## config.mk

```make
export PLATFORM = sky130hd
export DESIGN_NAME = vc_clkdivratioloader
export DESIGN_NICKNAME = d
export VERILOG_FILES = /design/src/rtl/vc_clkdivratioloader.sv
export SDC_FILE = /design/constraint.sdc
export NUM_CORES = 1
export LEC_CHECK = 0
export CAP_MARGIN = 20
export CORE_ASPECT_RATIO = 0.75
export CORE_MARGIN = 2
export CORE_UTILIZATION = 60
export CTS_BUF_LIST = sky130_fd_sc_hd__clkbuf_8
export CTS_CLUSTER_DIAMETER = 80
export DETAILED_ROUTE_END_ITERATION = 10
export GPL_ROUTABILITY_DRIVEN = 0
export PLACE_DENSITY = 0.92
export SLEW_MARGIN = 20
export SYNTH_ARGS = -nofsm -noshare
export SYNTH_HDL_FRONTEND = slang
export SYNTH_SLANG_ARGS = --single-unit
```

## constraint.sdc

```tcl
create_clock -name clk -period 4.2 [get_ports clk]
set_clock_uncertainty 0.05 [all_clocks]
set_input_delay 1.05 -clock clk [delete_from_list [all_inputs] [get_ports clk]]
set_output_delay 1.05 -clock clk [all_outputs]
set_load 0.02 [all_outputs]
```

## src/rtl/vc_clkdivratioloader.sv

```systemverilog
// Programmable integer clock divider; the divide ratio arrives over valid/ready and is applied on a period boundary.
// Optional status outputs (ratio_active, update_done) are enabled by defining CLKDIV_STATUS_EN.
module vc_clkdivratioloader #(
  parameter int p_nbits       = 8,
  parameter int p_reset_ratio = 2
) (
  input  logic               clk,
  input  logic               reset,
  input  logic               ratio_val,
  output logic               ratio_rdy,
  input  logic [p_nbits-1:0] ratio,
  input  logic               run,
  output logic               clk_en,
  output logic               clk_div
`ifdef CLKDIV_STATUS_EN
  ,
  output logic [p_nbits-1:0] ratio_active,
  output logic               update_done
`endif
);

  typedef enum logic [1:0] {
    S_IDLE    = 2'd0,
    S_RUN     = 2'd1,
    S_PENDING = 2'd2
  } state_t;

  state_t             r_state;
  logic [p_nbits-1:0] r_cnt;
  logic [p_nbits-1:0] r_active;
  logic [p_nbits-1:0] r_shadow;
  logic               r_clk_en;
  logic               r_clk_div;

  logic               w_xfer;
  logic [p_nbits-1:0] w_ratio_clamp;
  logic               w_wrap;
  logic [p_nbits-1:0] w_cnt_inc;
  logic [p_nbits-1:0] w_half;
  logic               w_div_inc;

  assign ratio_rdy     = (r_state != S_PENDING);
  assign w_xfer        = ratio_val && ratio_rdy;
  assign w_ratio_clamp = (ratio < p_nbits'(2)) ? p_nbits'(2) : ratio;

  // Compare against active-1 so the maximum ratio never needs an extra counter bit.
  assign w_wrap    = (r_cnt == (r_active - p_nbits'(1)));
  assign w_cnt_inc = w_wrap ? '0 : (r_cnt + p_nbits'(1));
  assign w_half    = (r_active >> 1) + {{(p_nbits-1){1'b0}}, r_active[0]};
  // On a wrap the next count is 0, which is high for any ratio >= 2, so the old ratio suffices here.
  assign w_div_inc = (w_cnt_inc < w_half);

  always_ff @(posedge clk) begin
    if (reset) begin
      r_state   <= S_IDLE;
      r_cnt     <= '0;
      r_active  <= p_nbits'(p_reset_ratio);
      r_shadow  <= '0;
      r_clk_en  <= 1'b0;
      r_clk_div <= 1'b0;
    end else begin
      case (r_state)
        S_IDLE: begin
          r_cnt     <= '0;
          r_clk_en  <= 1'b0;
          r_clk_div <= 1'b0;
          if (w_xfer) begin
            r_active <= w_ratio_clamp;
          end
          if (run) begin
            r_state   <= S_RUN;
            r_clk_en  <= 1'b1;
            r_clk_div <= 1'b1;
          end
        end
        S_RUN: begin
          if (!run) begin
            // Stopping with a ratio offered: no period left to protect, so apply it now.
            r_state   <= S_IDLE;
            r_cnt     <= '0;
            r_clk_en  <= 1'b0;
            r_clk_div <= 1'b0;
            if (w_xfer) begin
              r_active <= w_ratio_clamp;
            end
          end else begin
            r_cnt     <= w_cnt_inc;
            r_clk_en  <= w_wrap;
            r_clk_div <= w_div_inc;
            if (w_xfer) begin
              r_shadow <= w_ratio_clamp;
              r_state  <= S_PENDING;
            end
          end
        end
        S_PENDING: begin
          if (!run || w_wrap) begin
            r_active <= r_shadow;
          end
          if (!run) begin
            r_state   <= S_IDLE;
            r_cnt     <= '0;
            r_clk_en  <= 1'b0;
            r_clk_div <= 1'b0;
          end else begin
            r_cnt     <= w_cnt_inc;
            r_clk_en  <= w_wrap;
            r_clk_div <= w_div_inc;
            if (w_wrap) begin
              r_state <= S_RUN;
            end
          end
        end
        default: begin
          r_state   <= S_IDLE;
          r_cnt     <= '0;
          r_clk_en  <= 1'b0;
          r_clk_div <= 1'b0;
        end
      endcase
    end
  end

  assign clk_en  = r_clk_en;
  assign clk_div = r_clk_div;

`ifdef CLKDIV_STATUS_EN
  logic w_load;
  logic r_update_done;

  // Every edge on which the FSM above writes r_active.
  assign w_load = ((r_state == S_IDLE) && w_xfer) ||
                  ((r_state == S_RUN) && !run && w_xfer) ||
                  ((r_state == S_PENDING) && (!run || w_wrap));

  always_ff @(posedge clk) begin
    if (reset) begin
      r_update_done <= 1'b0;
    end else begin
      r_update_done <= w_load;
    end
  end

  assign ratio_active = r_active;
  assign update_done  = r_update_done;
`endif

endmodule

```

== After elaboration in Yosys (flattened, before gate mapping) ==
Index checks and enable logic that the tools add are counted.
Cells by class
  add/subtract/negate cells: 3
  multiply operators: 0
  divide/modulo/power cells: 0
  magnitude comparators: 2
  equal/unequal tests: 9
  shift operators: 0
  muxes and demuxes: 17
  bitwise gates (word level): 2
  reductions and logical operators: 10
Operator list (number)
  8-bit two-way mux: 5
  8-bit case mux with 3 select lines: 1
  2-bit two-way mux: 5
  3-bit AND reduction: 3
  7-bit by 1-bit adder with 8-bit output: 1
  8-bit by 1-bit adder with 8-bit output, second input constant: 1
  8-bit equality test: 1
  8-bit by 2-bit less-than comparator with 1-bit output, second input constant: 1
  8-bit less-than comparator: 1
  2-bit inequality test, second input constant: 4
  8-bit by 1-bit subtractor with 8-bit output, second input constant: 1
  3-bit inequality test, second input constant: 2
  2-bit case mux with 3 select lines: 1
  1-bit case mux with 2 select lines: 2
  1-bit two-way mux: 3
  3-bit nonzero test: 1
  3-bit OR reduction: 1
  2-bit by 1-bit equality test with 1-bit output, second input constant: 1
  2-bit equality test, second input constant: 1
  2-bit logical NOT: 1
  1-bit inverter: 2
  2-bit OR reduction: 1
  1-bit logical AND: 1
  1-bit logical NOT: 1
  1-bit logical OR: 1
Word-level totals
  bits in registers: 28
  bits in latches: 0
  RAM bits: 0
  ROM bits: 0
  input bits: 12
  output and inout port bits: 3
  word-level logic and storage cells: 49
  memories: 0

== Logic depth before layout (Yosys ltp) ==
  depth in word-level cells: 6
  mapped depth: 16

== Worst setup path after synthesis ==
No wires, ideal clock.
  kind: register to register
  from: register r_active[0]
  to: register r_clk_div (netlist: clk_div)
  library setup time: 0.074 ns
  arrival time: 3.153 ns
  slack: 0.923 ns
  cell stages (with the launch flop): 17
  buffers on the path: 3
  path through: dfxtp_1 clkbuf_2 inv_1 ha_1 buf_2 o21bai_1 a2111oi_2 a311oi_2 a2111oi_4 buf_6 nor2_1 ha_1 a21o_1 a21o_1 a211oi_1 o21ai_0 o21ai_0
On the way
  cells in the longest elaborated chain, start to end: 6
  elaborated cells on any way between the ends: 7
  classes of those cells: add/sub: 2; order compare: 1; eq/ne: 1; mux: 3
Ends and longest elaborated chain
  start: declaration: line 30  | logic [p_nbits-1:0] r_active;
  start signal: assignment: line 57  | r_active <= p_nbits'(p_reset_ratio);
  start signal: assignment: line 68  | r_active <= w_ratio_clamp;
  start signal: assignment: line 84  | r_active <= w_ratio_clamp;
  8-bit by 1-bit subtractor with 8-bit output: line 47  | assign w_wrap = (r_cnt == (r_active - p_nbits'(1)));
  8-bit equality test: line 47
  8-bit two-way mux: line 48  | assign w_cnt_inc = w_wrap ? '0 : (r_cnt + p_nbits'(1));
  via w_cnt_inc[3]: line 38  | logic [p_nbits-1:0] w_cnt_inc;
  8-bit less-than comparator: line 51  | assign w_div_inc = (w_cnt_inc < w_half);
  1-bit two-way mux: line 77, 100
  1-bit case mux with 2 select lines: line 62  | case (r_state)
  end signal: assignment: line 89  | r_clk_div <= w_div_inc;
  end signal: assignment: line 108  | r_clk_div <= w_div_inc;
  end: declaration: line 33  | logic r_clk_div;
The timed path passes the listed nets, and every way through them passes these cells.
A chain may end at the register's enable or synchronous reset.

== Worst setup path after layout ==
Same ends and word-level chain as after synthesis.

==> flow_metrics.py <==
metrics = {
    "clock_tree": {
        "post_cts.repair.setup_buffers": 0,
        "cts.path.max_buffers": 2,
        "htree_levels": 1,
        "numCtsBuffers": 3,
        "clk_pin_slew_ns": 0.10,
        "cts_tree": "built",
        "cts-root-buf": "clkbuf_8",
        "clock-sinks": 28,
        "post_cts_resized": 0,
        "clk_latency_ns": 0.28,
        "postCtsHoldBufs": 0,
    },
    "setup_path": {
        "path_delay_family": "compound AO/OA/AOI/OAI gates",
        "start_kind": "register",
        "cp.arrival_ns": 3.64,
        "critPathKind": "register to register",
        "crit_required_ns": 4.36,
        "rrSetupSlack_ns": 0.71,
        "crit_fanout": 8,
        "critPathSlowestCell": "dfxtp_1",
        "cpPeakStageDelay_ns": 0.50,
        "r2r-start": "r_active[0]",
        "cp-end-kind": "register",
        "worstRegToRegCells": 13,
        "path_depth": 13,
        "rr_endpoint": "clk_div",
        "path_cells": "inv_1 > ha_1 > o21bai_1 > a2111oi_2 > a311oi_2 > a2111oi_4 > nor2_1 > ha_1 > a21o_1 > a21o_1 > a211oi_1 > o21ai_0 > o21ai_0",
        "path_buf_inv": 1,
    },
    "logic_synthesis": {
        "ys.warnings.count": 0,
        "synthAdderAreaFrac_pct": 9.55,
        "ys_top_cells_by_area": "dfxtp_1 29%, ha_1 9.5%, nor2_1 6.5%",
        "synth_compound_area_share_pct": 13.8,
        "synthCells": 242,
        "ys_async_sr_fraction_pct": 0,
        "synth_mux_area_share_pct": 9.17,
        "netlist_top_cells_count": "34 x nor2_1, 28 x dfxtp_1, 24 x nand2_1, 15 x ha_1, 14 x nand3_1",
        "synth_top_area_cell": "dfxtp_1",
        "synth_edf_count": 0,
        "yosysTopAreaCellShare_pct": 28.5,
        "synth.distinct_cells": 43,
        "syn-cell-area_mm2": 0.00197,
        "ys_seq_elements": 28,
        "synth_xor_area_share_pct": 9.36,
        "syn_nets": 269,
        "synth_area_per_cell_um2": 8.12,
        "synth_top_family_by_area": "simple AND/OR/NAND/NOR gates",
        "yosysSeqAreaShare_pct": 28.5,
        "yosys.area_share.simple_pct": 24.6,
        "post-synth-top-count-cell": "nor2_1",
        "synth-main-ff-cell": "dfxtp_1",
    },
    "drt": {
        "vias_per_cell": 5.97,
        "wl_per_cell_um": 15.2,
        "drc_errors": 0,
        "dr.pass1.iters": 4,
        "drt-initial-drc-count": 129,
        "wl_um": 4350,
        "num_vias": 1707,
        "drtAntennaViolNets": 0,
    },
    "timing": {
        "fmax_mhz": 287,
        "period_needed_ns": 3.49,
        "relSlewSlack_pct": 36.0,
        "worstMarginPinSlew_ns": 0.957,
        "rsz0062_at_grt": "false",
        "hold_viol": 0,
        "post-route-period-util_pct": 83.0,
        "finalSetupTns_ns": 0,
        "setup_viol": 0,
        "drv_slew": 0,
    },
    "cells_and_area": {
        "fin_nets": 276,
        "layout-drive-gt1-share_pct": 8.47,
        "area_delta_synth_final_pct": 9.80,
        "diodes": 0,
        "fin_area_mm2": 0.00216,
    },
    "placed_design": {
        "io_buffers": 14,
        "dp_hpwl_um": 3220,
        "dpl-instance-area_mm2": 0.00210,
    },
    "run": {
        "maxCapViolations": 0,
    },
    "hold_path": {
        "holdPathStages": 2,
        "hp-class": "register to register",
        "hold_end": "r_shadow[7]",
        "hold_start": "r_shadow[7]",
    },
    "global_routing": {
        "grt_usage_pct": 25.0,
        "antenna_found_initial": 0,
        "grt_pass1_wl_um": 7240,
        "first_global_vias": 1538,
        "grt_overflow": 0,
        "grt_max_degree": 30,
    },
    "die": {
        "coreArea_mm2": 0.00304,
        "die_x_um": 70.1,
        "die_h_um": 53.6,
        "row_count": 17,
        "design.die.area_mm2": 0.00375,
        "io_pins": 15,
        "start_util_pct": 64.6,
    },
    "outcome": {
        "status": "finished, final reports clean",
    },
    "pwr": {
        "power_density_mw_per_mm2": 337,
        "ir_drop_uv": 269,
        "p_leak_nw": 0.847,
    },
}
sequential cells by signal, summed over array words and instances (netlist names):
register	flops
r_active	8
clk_div	1
r_state	2
clk_en	1
r_shadow	8
r_cnt	8
placed cells by master (no fill, tap or decap), types with 2 or more instances in the layout:
master            n
a21o_1            2
buf_4             2
mux2i_1           9
xor2_1           13
a211oi_1          3
inv_1             9
o21ai_0           8
a31oi_1           2
nor2_1           34
or3_1             2
clkdlybuf4s50_1  14
nand3_1          14
nand2b_1          5
nand4_1           3
a21oi_1          11
nor3_1            3
nor2b_1           7
ha_1             15
clkbuf_8          4
and3_1            3
xnor2_1           8
nand2_1          24
mux2_2            8
dfxtp_1          28
area by class of cell:
| cell class | instances | area [um2] |
|---|---|---|
| tap | 38 | 47.5 |
| clock buffer | 4 | 55.1 |
| inverter | 9 | 33.8 |
| multi-input combinational | 191 | 1310 |
| sequential | 28 | 561 |
| timing repair buffer | 16 | 155 |
| fill | 225 | 883 |
cells by family after synthesis:
logic type	count (synthesis)
multiplexers	17
AO/OA/AOI/OAI	37
buffers and inverters	23
flip-flops	28
AND/OR/NAND/NOR	101
adder cells (fa/ha/maj)	15
XOR/XNOR	21
routing by layer:
metal | part of all wire (%) | vias up | wire (um) | GRT usage [%]
met3 | 6.0 | 7 | 263 | 4.87
li1 | - | 846 | - | -
met2 | 44 | 61 | 1930 | 39.7
met4 | 1.1 | 0 | 46 | 7.05
met5 | 0 | - | 0 | 0
met1 | 49 | 793 | 2120 | 35.2
worst max-delay path by stage:
| stage | end | slack, ns | from |
|---|---|---|---|
| after floorplan | clk_div | 0.92 | r_active[0] |
| after global placement | clk_div | 0.95 | r_active[0] |
| after detailed placement | clk_div | 0.69 | r_active[0] |
| after CTS | clk_div | 0.72 | r_active[0] |
| after global routing | clk_div | 0.46 | r_active[0] |
| final | clk_div | 0.71 | r_active[0] |
report_power, final:
part           switching [mW]  leakage, nW  internal [mW]
logic                   0.128        0.590          0.111
clock network          0.0833       0.0288         0.0840
registers              0.0322        0.228          0.288
through the flow:
step	setup WS (ns)	total power [mW]	instances	utilization, %	hold WS (ns)
2_1_floorplan	0.923	0.499	242	-	0.386
3_5_place_dp	0.693	0.558	282	69.1	0.398
5_1_grt	0.464	0.771	286	71.0	0.426
4_1_cts	0.724	0.727	286	71.0	0.413
3_3_place_gp	0.948	0.551	282	69.1	0.392
6_report	0.715	0.726	286	71.0	0.412
worst min-delay path, cell delays in order (launching register included):
cell and delay [ns]:
dfxtp_1 0.32, nand2_1 0.05, a21oi_1 0.05
(Power assumes the default switching activity.)
